==> config.mk <==
export PLATFORM = sky130hd
export DESIGN_NAME = decode_ex_stage
export DESIGN_NICKNAME = d
export VERILOG_FILES = /design/src/rtl/decode_ex_stage.sv
export SDC_FILE = /design/constraint.sdc
export NUM_CORES = 1
export LEC_CHECK = 0
export CORE_ASPECT_RATIO = 0.75
export CORE_MARGIN = 5
export CORE_UTILIZATION = 33
export CTS_BUF_LIST = sky130_fd_sc_hd__clkbuf_8 sky130_fd_sc_hd__clkbuf_16
export DETAILED_ROUTE_END_ITERATION = 10
export GPL_TIMING_DRIVEN = 0
export HOLD_SLACK_MARGIN = 0.06
export PLACE_DENSITY = 0.8
export SETUP_SLACK_MARGIN = 0.02
export SLEW_MARGIN = 10
export SYNTH_ARGS = -nofsm -noshare
export SYNTH_HDL_FRONTEND = slang
export SYNTH_SLANG_ARGS = --single-unit
==> constraint.sdc <==
create_clock -name clk -period 5.55 [get_ports clk]
set_clock_uncertainty 0.05 [all_clocks]
set_input_delay 1.11 -clock clk [delete_from_list [all_inputs] [get_ports clk]]
set_output_delay 1.11 -clock clk [all_outputs]
set_load 0.01 [all_outputs]
==> src/rtl/decode_ex_stage.sv <==
// RV32I decode stage and ID/EX pipeline register: control decode, immediate
// generation, load-use hazard detection and bubble insertion on stall/flush.
module decode_ex_stage #(
  parameter int XLEN            = 32,
  parameter bit LOAD_USE_DETECT = 1'b1
) (
  input  logic            clk,
  input  logic            rst,
  input  logic [31:0]     instr_d,
  input  logic [XLEN-1:0] pc_d,
  input  logic [XLEN-1:0] pcplus4_d,
  input  logic [XLEN-1:0] rd1_d,
  input  logic [XLEN-1:0] rd2_d,
  input  logic            pc_src_e,
  output logic [4:0]      a1_d,
  output logic [4:0]      a2_d,
  output logic            stall_f,
  output logic            stall_d,
  output logic            reg_write_e,
  output logic            mem_write_e,
  output logic            jump_e,
  output logic            branch_e,
  output logic            alu_src_e,
  output logic [1:0]      result_src_e,
  output logic [2:0]      alu_control_e,
  output logic [XLEN-1:0] rd1_e,
  output logic [XLEN-1:0] rd2_e,
  output logic [XLEN-1:0] imm_ext_e,
  output logic [XLEN-1:0] pc_e,
  output logic [XLEN-1:0] pcplus4_e,
  output logic [4:0]      rs1_e,
  output logic [4:0]      rs2_e,
  output logic [4:0]      rd_e
);

  typedef enum logic [2:0] {
    IMM_NONE,
    IMM_I,
    IMM_S,
    IMM_B,
    IMM_J
  } imm_type_t;

  localparam logic [6:0] OP_LOAD  = 7'b0000011;
  localparam logic [6:0] OP_STORE = 7'b0100011;
  localparam logic [6:0] OP_RTYPE = 7'b0110011;
  localparam logic [6:0] OP_BRNCH = 7'b1100011;
  localparam logic [6:0] OP_IALU  = 7'b0010011;
  localparam logic [6:0] OP_JAL   = 7'b1101111;

  localparam logic [2:0] ALU_ADD = 3'b000;
  localparam logic [2:0] ALU_SUB = 3'b001;
  localparam logic [2:0] ALU_AND = 3'b010;
  localparam logic [2:0] ALU_OR  = 3'b011;
  localparam logic [2:0] ALU_SLT = 3'b101;

  logic [6:0]      w_opcode;
  logic [2:0]      w_funct3;
  logic            w_funct7b5;
  logic            w_reg_write;
  logic            w_mem_write;
  logic            w_jump;
  logic            w_branch;
  logic            w_alu_src;
  logic [1:0]      w_result_src;
  logic [1:0]      w_alu_op;
  logic [2:0]      w_alu_control;
  imm_type_t       w_imm_type;
  logic [XLEN-1:0] w_imm_ext;
  logic            w_lwstall;
  logic            w_flush_e;

  logic            r_reg_write;
  logic            r_mem_write;
  logic            r_jump;
  logic            r_branch;
  logic            r_alu_src;
  logic [1:0]      r_result_src;
  logic [2:0]      r_alu_control;
  logic [XLEN-1:0] r_rd1;
  logic [XLEN-1:0] r_rd2;
  logic [XLEN-1:0] r_imm_ext;
  logic [XLEN-1:0] r_pc;
  logic [XLEN-1:0] r_pcplus4;
  logic [4:0]      r_rs1;
  logic [4:0]      r_rs2;
  logic [4:0]      r_rd;

  assign w_opcode   = instr_d[6:0];
  assign w_funct3   = instr_d[14:12];
  assign w_funct7b5 = instr_d[30];
  assign a1_d       = instr_d[19:15];
  assign a2_d       = instr_d[24:20];

  always_comb begin
    w_reg_write  = 1'b0;
    w_mem_write  = 1'b0;
    w_jump       = 1'b0;
    w_branch     = 1'b0;
    w_alu_src    = 1'b0;
    w_result_src = 2'b00;
    w_alu_op     = 2'b00;
    w_imm_type   = IMM_NONE;
    case (w_opcode)
      OP_LOAD: begin
        w_reg_write  = 1'b1;
        w_imm_type   = IMM_I;
        w_alu_src    = 1'b1;
        w_result_src = 2'b01;
      end
      OP_STORE: begin
        w_imm_type  = IMM_S;
        w_alu_src   = 1'b1;
        w_mem_write = 1'b1;
      end
      OP_RTYPE: begin
        w_reg_write = 1'b1;
        w_alu_op    = 2'b10;
      end
      OP_BRNCH: begin
        w_imm_type = IMM_B;
        w_branch   = 1'b1;
        w_alu_op   = 2'b01;
      end
      OP_IALU: begin
        w_reg_write = 1'b1;
        w_imm_type  = IMM_I;
        w_alu_src   = 1'b1;
        w_alu_op    = 2'b10;
      end
      OP_JAL: begin
        w_reg_write  = 1'b1;
        w_imm_type   = IMM_J;
        w_result_src = 2'b10;
        w_jump       = 1'b1;
      end
      default: ;
    endcase
  end

  // Only R-type (op[5]=1) can select sub through funct7; addi with imm[10] set stays add.
  always_comb begin
    w_alu_control = ALU_ADD;
    case (w_alu_op)
      2'b00: w_alu_control = ALU_ADD;
      2'b01: w_alu_control = ALU_SUB;
      2'b10: begin
        case (w_funct3)
          3'b000:  w_alu_control = (w_opcode[5] && w_funct7b5) ? ALU_SUB : ALU_ADD;
          3'b010:  w_alu_control = ALU_SLT;
          3'b110:  w_alu_control = ALU_OR;
          3'b111:  w_alu_control = ALU_AND;
          default: w_alu_control = ALU_ADD;
        endcase
      end
      default: w_alu_control = ALU_ADD;
    endcase
  end

  always_comb begin
    w_imm_ext = '0;
    case (w_imm_type)
      IMM_I: w_imm_ext = {{(XLEN-12){instr_d[31]}}, instr_d[31:20]};
      IMM_S: w_imm_ext = {{(XLEN-12){instr_d[31]}}, instr_d[31:25], instr_d[11:7]};
      IMM_B: w_imm_ext = {{(XLEN-12){instr_d[31]}}, instr_d[7], instr_d[30:25],
                          instr_d[11:8], 1'b0};
      IMM_J: w_imm_ext = {{(XLEN-20){instr_d[31]}}, instr_d[19:12], instr_d[20],
                          instr_d[30:21], 1'b0};
      default: w_imm_ext = '0;
    endcase
  end

  // A taken branch in EX discards the younger instructions, so it overrides the stall.
  assign w_lwstall = LOAD_USE_DETECT && (r_result_src == 2'b01) && (r_rd != 5'd0) &&
                     ((r_rd == a1_d) || (r_rd == a2_d));
  assign stall_f   = w_lwstall && !pc_src_e;
  assign stall_d   = w_lwstall && !pc_src_e;
  assign w_flush_e = w_lwstall || pc_src_e;

  always_ff @(posedge clk) begin
    if (rst || w_flush_e) begin
      r_reg_write   <= 1'b0;
      r_mem_write   <= 1'b0;
      r_jump        <= 1'b0;
      r_branch      <= 1'b0;
      r_alu_src     <= 1'b0;
      r_result_src  <= 2'b00;
      r_alu_control <= 3'b000;
      r_rd1         <= '0;
      r_rd2         <= '0;
      r_imm_ext     <= '0;
      r_pc          <= '0;
      r_pcplus4     <= '0;
      r_rs1         <= 5'd0;
      r_rs2         <= 5'd0;
      r_rd          <= 5'd0;
    end else begin
      r_reg_write   <= w_reg_write;
      r_mem_write   <= w_mem_write;
      r_jump        <= w_jump;
      r_branch      <= w_branch;
      r_alu_src     <= w_alu_src;
      r_result_src  <= w_result_src;
      r_alu_control <= w_alu_control;
      r_rd1         <= rd1_d;
      r_rd2         <= rd2_d;
      r_imm_ext     <= w_imm_ext;
      r_pc          <= pc_d;
      r_pcplus4     <= pcplus4_d;
      r_rs1         <= a1_d;
      r_rs2         <= a2_d;
      r_rd          <= instr_d[11:7];
    end
  end

  assign reg_write_e   = r_reg_write;
  assign mem_write_e   = r_mem_write;
  assign jump_e        = r_jump;
  assign branch_e      = r_branch;
  assign alu_src_e     = r_alu_src;
  assign result_src_e  = r_result_src;
  assign alu_control_e = r_alu_control;
  assign rd1_e         = r_rd1;
  assign rd2_e         = r_rd2;
  assign imm_ext_e     = r_imm_ext;
  assign pc_e          = r_pc;
  assign pcplus4_e     = r_pcplus4;
  assign rs1_e         = r_rs1;
  assign rs2_e         = r_rs2;
  assign rd_e          = r_rd;

endmodule

==> results.md <==
- The global routing stage identified its most utilized layer as met2.
- The final cycle utilization of the critical path is 91.7%.
- The number of clock buffers inserted by TritonCTS is 17.
- The largest voltage drop on the vdd net is 0.000186 V.
- The worst setup path is launched from a primary input.
- After detailed routing, the average wire length per cell comes to 16.6 um.
- For this run, design rule violations remaining after detail routing come to 0.
- The final weighted congestion of routability-driven global placement is 0.799.
- The tool flagged a number of max-cap violations equal to 0.
- The floorplan step defined a die boundary enclosing 18900 um^2.
- From bottom edge to top edge, the die measures 120 um.
- Grouping stages by cell kind, the critical path spends the most delay in buffers and inverters.
- The initial core utilization is 33.6%.
- Post-CTS repair changed the size of 0 cells.
- The maximum number of pins on one net before global-route repair is 17.
- In this run the worst hold path is classified as reg2reg.
- The total length of routed wires is 17600 um.
- Global routing used 18.8% of the available met1 tracks.
- The number of warning messages in the yosys log is 0.
- Sequential elements use 64.9% of the synthesized area.
- At the pin with the least slew margin, the transition time is 0.787 ns.
- The clock tree from TritonCTS is built.
- Counting flops with an async set or reset pin after synthesis yields a share of 0%.
- The highest clock frequency the design can meet is 197 MHz.
- Pin placement for this block handled 360 I/O pins.
- The run finished with clean final reports.
- The total number of H-tree levels is 4.
- The cell area power density is 288 nW/um^2.
- The sum of net half-perimeters after detailed placement is 14300 um.
- Buffers inserted to repair hold after CTS numbered 0.
- Synthesis instantiated 41 different standard cells from the library.
- After clock tree synthesis, the clock-pin slew on the worst setup and hold paths is 0.07 ns.
- The global routing usage summed across all routing layers is 18.2%.
- For this run, the slowest stage of the critical path takes 0.64 ns.
- The residual antenna-violating net count after detailed routing is 0.
- The met3 demand-to-capacity share in global routing is 8.66%.
- The buffer levels on the longest clock path is 2.
- The required time reported for the critical path endpoint is 4.39 ns.
- Clock tree synthesis found a total of 174 sinks.
- For this run, the leading register cell type out of synthesis is dfxtp_1.
- The average cell area after synthesis is 11.7 um^2.
- Counting stages on the worst path, the most repeated cell is clkdlybuf4s50_1.
- The worst-path cell with the longest stage delay is clkdlybuf4s50_1.
- The detailed-route via count is 4476.
- By startpoint and endpoint, the worst setup path is classified as in2out.
- The post-synthesis net count is 625.
- The number of max-slew violations in the final report is 0.
- The final-report setup violation count is 0.
- The final hold violation count is 0.
- The end-of-flow core utilization is 61.6%.
- The worst max-slew margin expressed relative to the limit is 47.1%.
- The sum of negative setup slack is 0 ns.
- The number of iterations in the first detailed-routing pass is 4.
- Relative to the synthesized area, the layout overhead comes to 83.2%.
- The wire length of the first global-routing pass is 26200 um.
- The number of buffers inserted to repair setup after CTS is 0.
- The residual overflow from global routing is 0.
- The later pin in the worst-skew pair is clocked with a latency of 0.42 ns.
- Summed over all cells, the static leakage comes to 3.83 nW.
- Once placement completed, the tool counted placed cells totaling 1029.
- The synthesized netlist occupies a cell area of 5370 um^2.
- The post-route netlist has 8.81% of its cells at a drive strength greater than 1.
- The worst endpoint data arrival time is 3.93 ns.
- In this run, synthesis produced a sequential element count of 174.
- The final critical-path required period is 5.09 ns.
- In the global route stage, met2 resource usage came out at 32.9%.
- The cell chosen for the clock root is clkbuf_16.
- The initial detailed-routing violation count is 106.
- Of all nets on the critical path, the largest fanout is 10.
- Setup repair after global routing left no endpoint under its margin.
- In this run the horizontal extent of the chip is 157 um.
- The library cell used most frequently in the layout, excluding fill and tap cells, is clkdlybuf4s50_1.
- 0 antenna diodes ended up in the layout.
- The number of synthesized flops with an enable pin is 0.
- The number of buffer cells added on primary ports is 359.
- The initialized floorplan defines 40 standard-cell rows.
- After filler insertion, the fill cell instance count of the layout stands at 1310.
- The count of cells in the finished layout, fillers not included, comes to 1061.
- The top cell types in the final layout, fill and taps aside, are clkdlybuf4s50_1, dfxtp_1, and2_1, buf_4.
- The core region area is 16000 um^2.
- The gate count after technology mapping is 460.
- Traced cell by cell, the critical path runs through clkdlybuf4s50_1, xnor2_1, nand3_1, o22ai_1, and4_1, clkbuf_2, buf_2, nor2b_1, buf_4, clkdlybuf4s50_1.
- The buffering stage count on the worst path with inverters included is 5.
- The initial antenna violation count is 2.
- The detail-routed via count per cell is 4.22.
- The element type at the critical path end is an output pin.
- The via count of the first global-routing pass is 4589.
- At the end of the flow, the number of nets in the layout was 1003.
-- metrics by stage --
step,hold slack [ns],power [mW],setup slack [ns],cell area (um^2)
floorplan,0.775,1.42,1.80,5370
global placement,0.850,1.64,0.420,9220
detailed placement,0.869,1.65,0.440,9220
CTS,0.874,2.87,0.416,9830
global route,0.941,2.94,0.257,9830
finish,0.876,2.83,0.461,9830
-- cell families after synthesis --
family | synth area share [%]
and+or+nand+nor | 23.5
adders and majority gates | 0.466
buffers and inverters | 5.36
AOI/OAI and AO/OA | 4.17
DFF | 64.9
xor gates and xnor gates | 1.63
-- synthesized netlist by cell type (all sizes together) (4+ instances only) --
library cell / count / area share, %
nor4: 7 / 1.1
a22oi: 4 / 0.56
inv: 6 / 0.42
nor2: 5 / 0.54
and2: 145 / 17
dfxtp: 174 / 65
nand2: 16 / 1.1
nor3: 5 / 0.56
a2111oi: 9 / 2.2
clkbuf: 18 / 1.3
and3: 10 / 1.2
xnor2: 10 / 1.6
nand3: 4 / 0.37
buf: 27 / 3.7
-- layer usage --
layer / routed length (um) / up-vias
met5: 25 / -
met4: 285 / 4
met3: 1970 / 26
met2: 9010 / 207
met1: 6350 / 2030
li1: - / 2209
-- report_power, final --
group | internal [mW] | switching [mW] | total (mW)
sequential | 1.29 | 0.0118 | 1.30
combinational | 0.208 | 0.104 | 0.312
clock | 0.711 | 0.507 | 1.22
total | 2.21 | 0.623 | 2.83
-- path summary, 6_finish.rpt --
path | start | end | slack, ns | depth (start not counted)
worst max-delay path | instr_d[20] | stall_f | 0.46 | 10
worst min-delay path | result_src_e[0] | imm_ext_e[18] | 0.88 | 3
worst max register to register | rd_e[2] | rd2_e[0] | 3.47 | 7
worst min register to register | result_src_e[0] | imm_ext_e[18] | 0.88 | 3
-- layout make-up --
class | count | area, um^2 | share of cell area, %
repair buffers | 359 | 3590 | 36.5
flip-flops and latches | 174 | 3480 | 35.4
multi-input cells | 235 | 1600 | 16.2
clock buffers | 20 | 467 | 4.75
plain buffers | 45 | 265 | 2.70
well taps | 210 | 263 | 2.67
clock inverters | 12 | 144 | 1.46
inverters | 6 | 22.5 | 0.229
-- state kept, by name (all words and copies together), names as in the netlist --
register / count
alu_control_e: 3
alu_src_e: 1
branch_e: 1
imm_ext_e: 21
jump_e: 1
mem_write_e: 1
pc_e: 32
pcplus4_e: 32
rd1_e: 32
rd2_e: 32
rd_e: 5
reg_write_e: 1
result_src_e: 2
rs1_e: 5
rs2_e: 5
-- tightest hold or removal path, cell delays in order, from the launching register on --
cell       delay [ns]
dfxtp_1          0.36
and4_1           0.18
clkbuf_2         0.25
a2111oi_2        0.08
(Power assumes the default switching activity.)
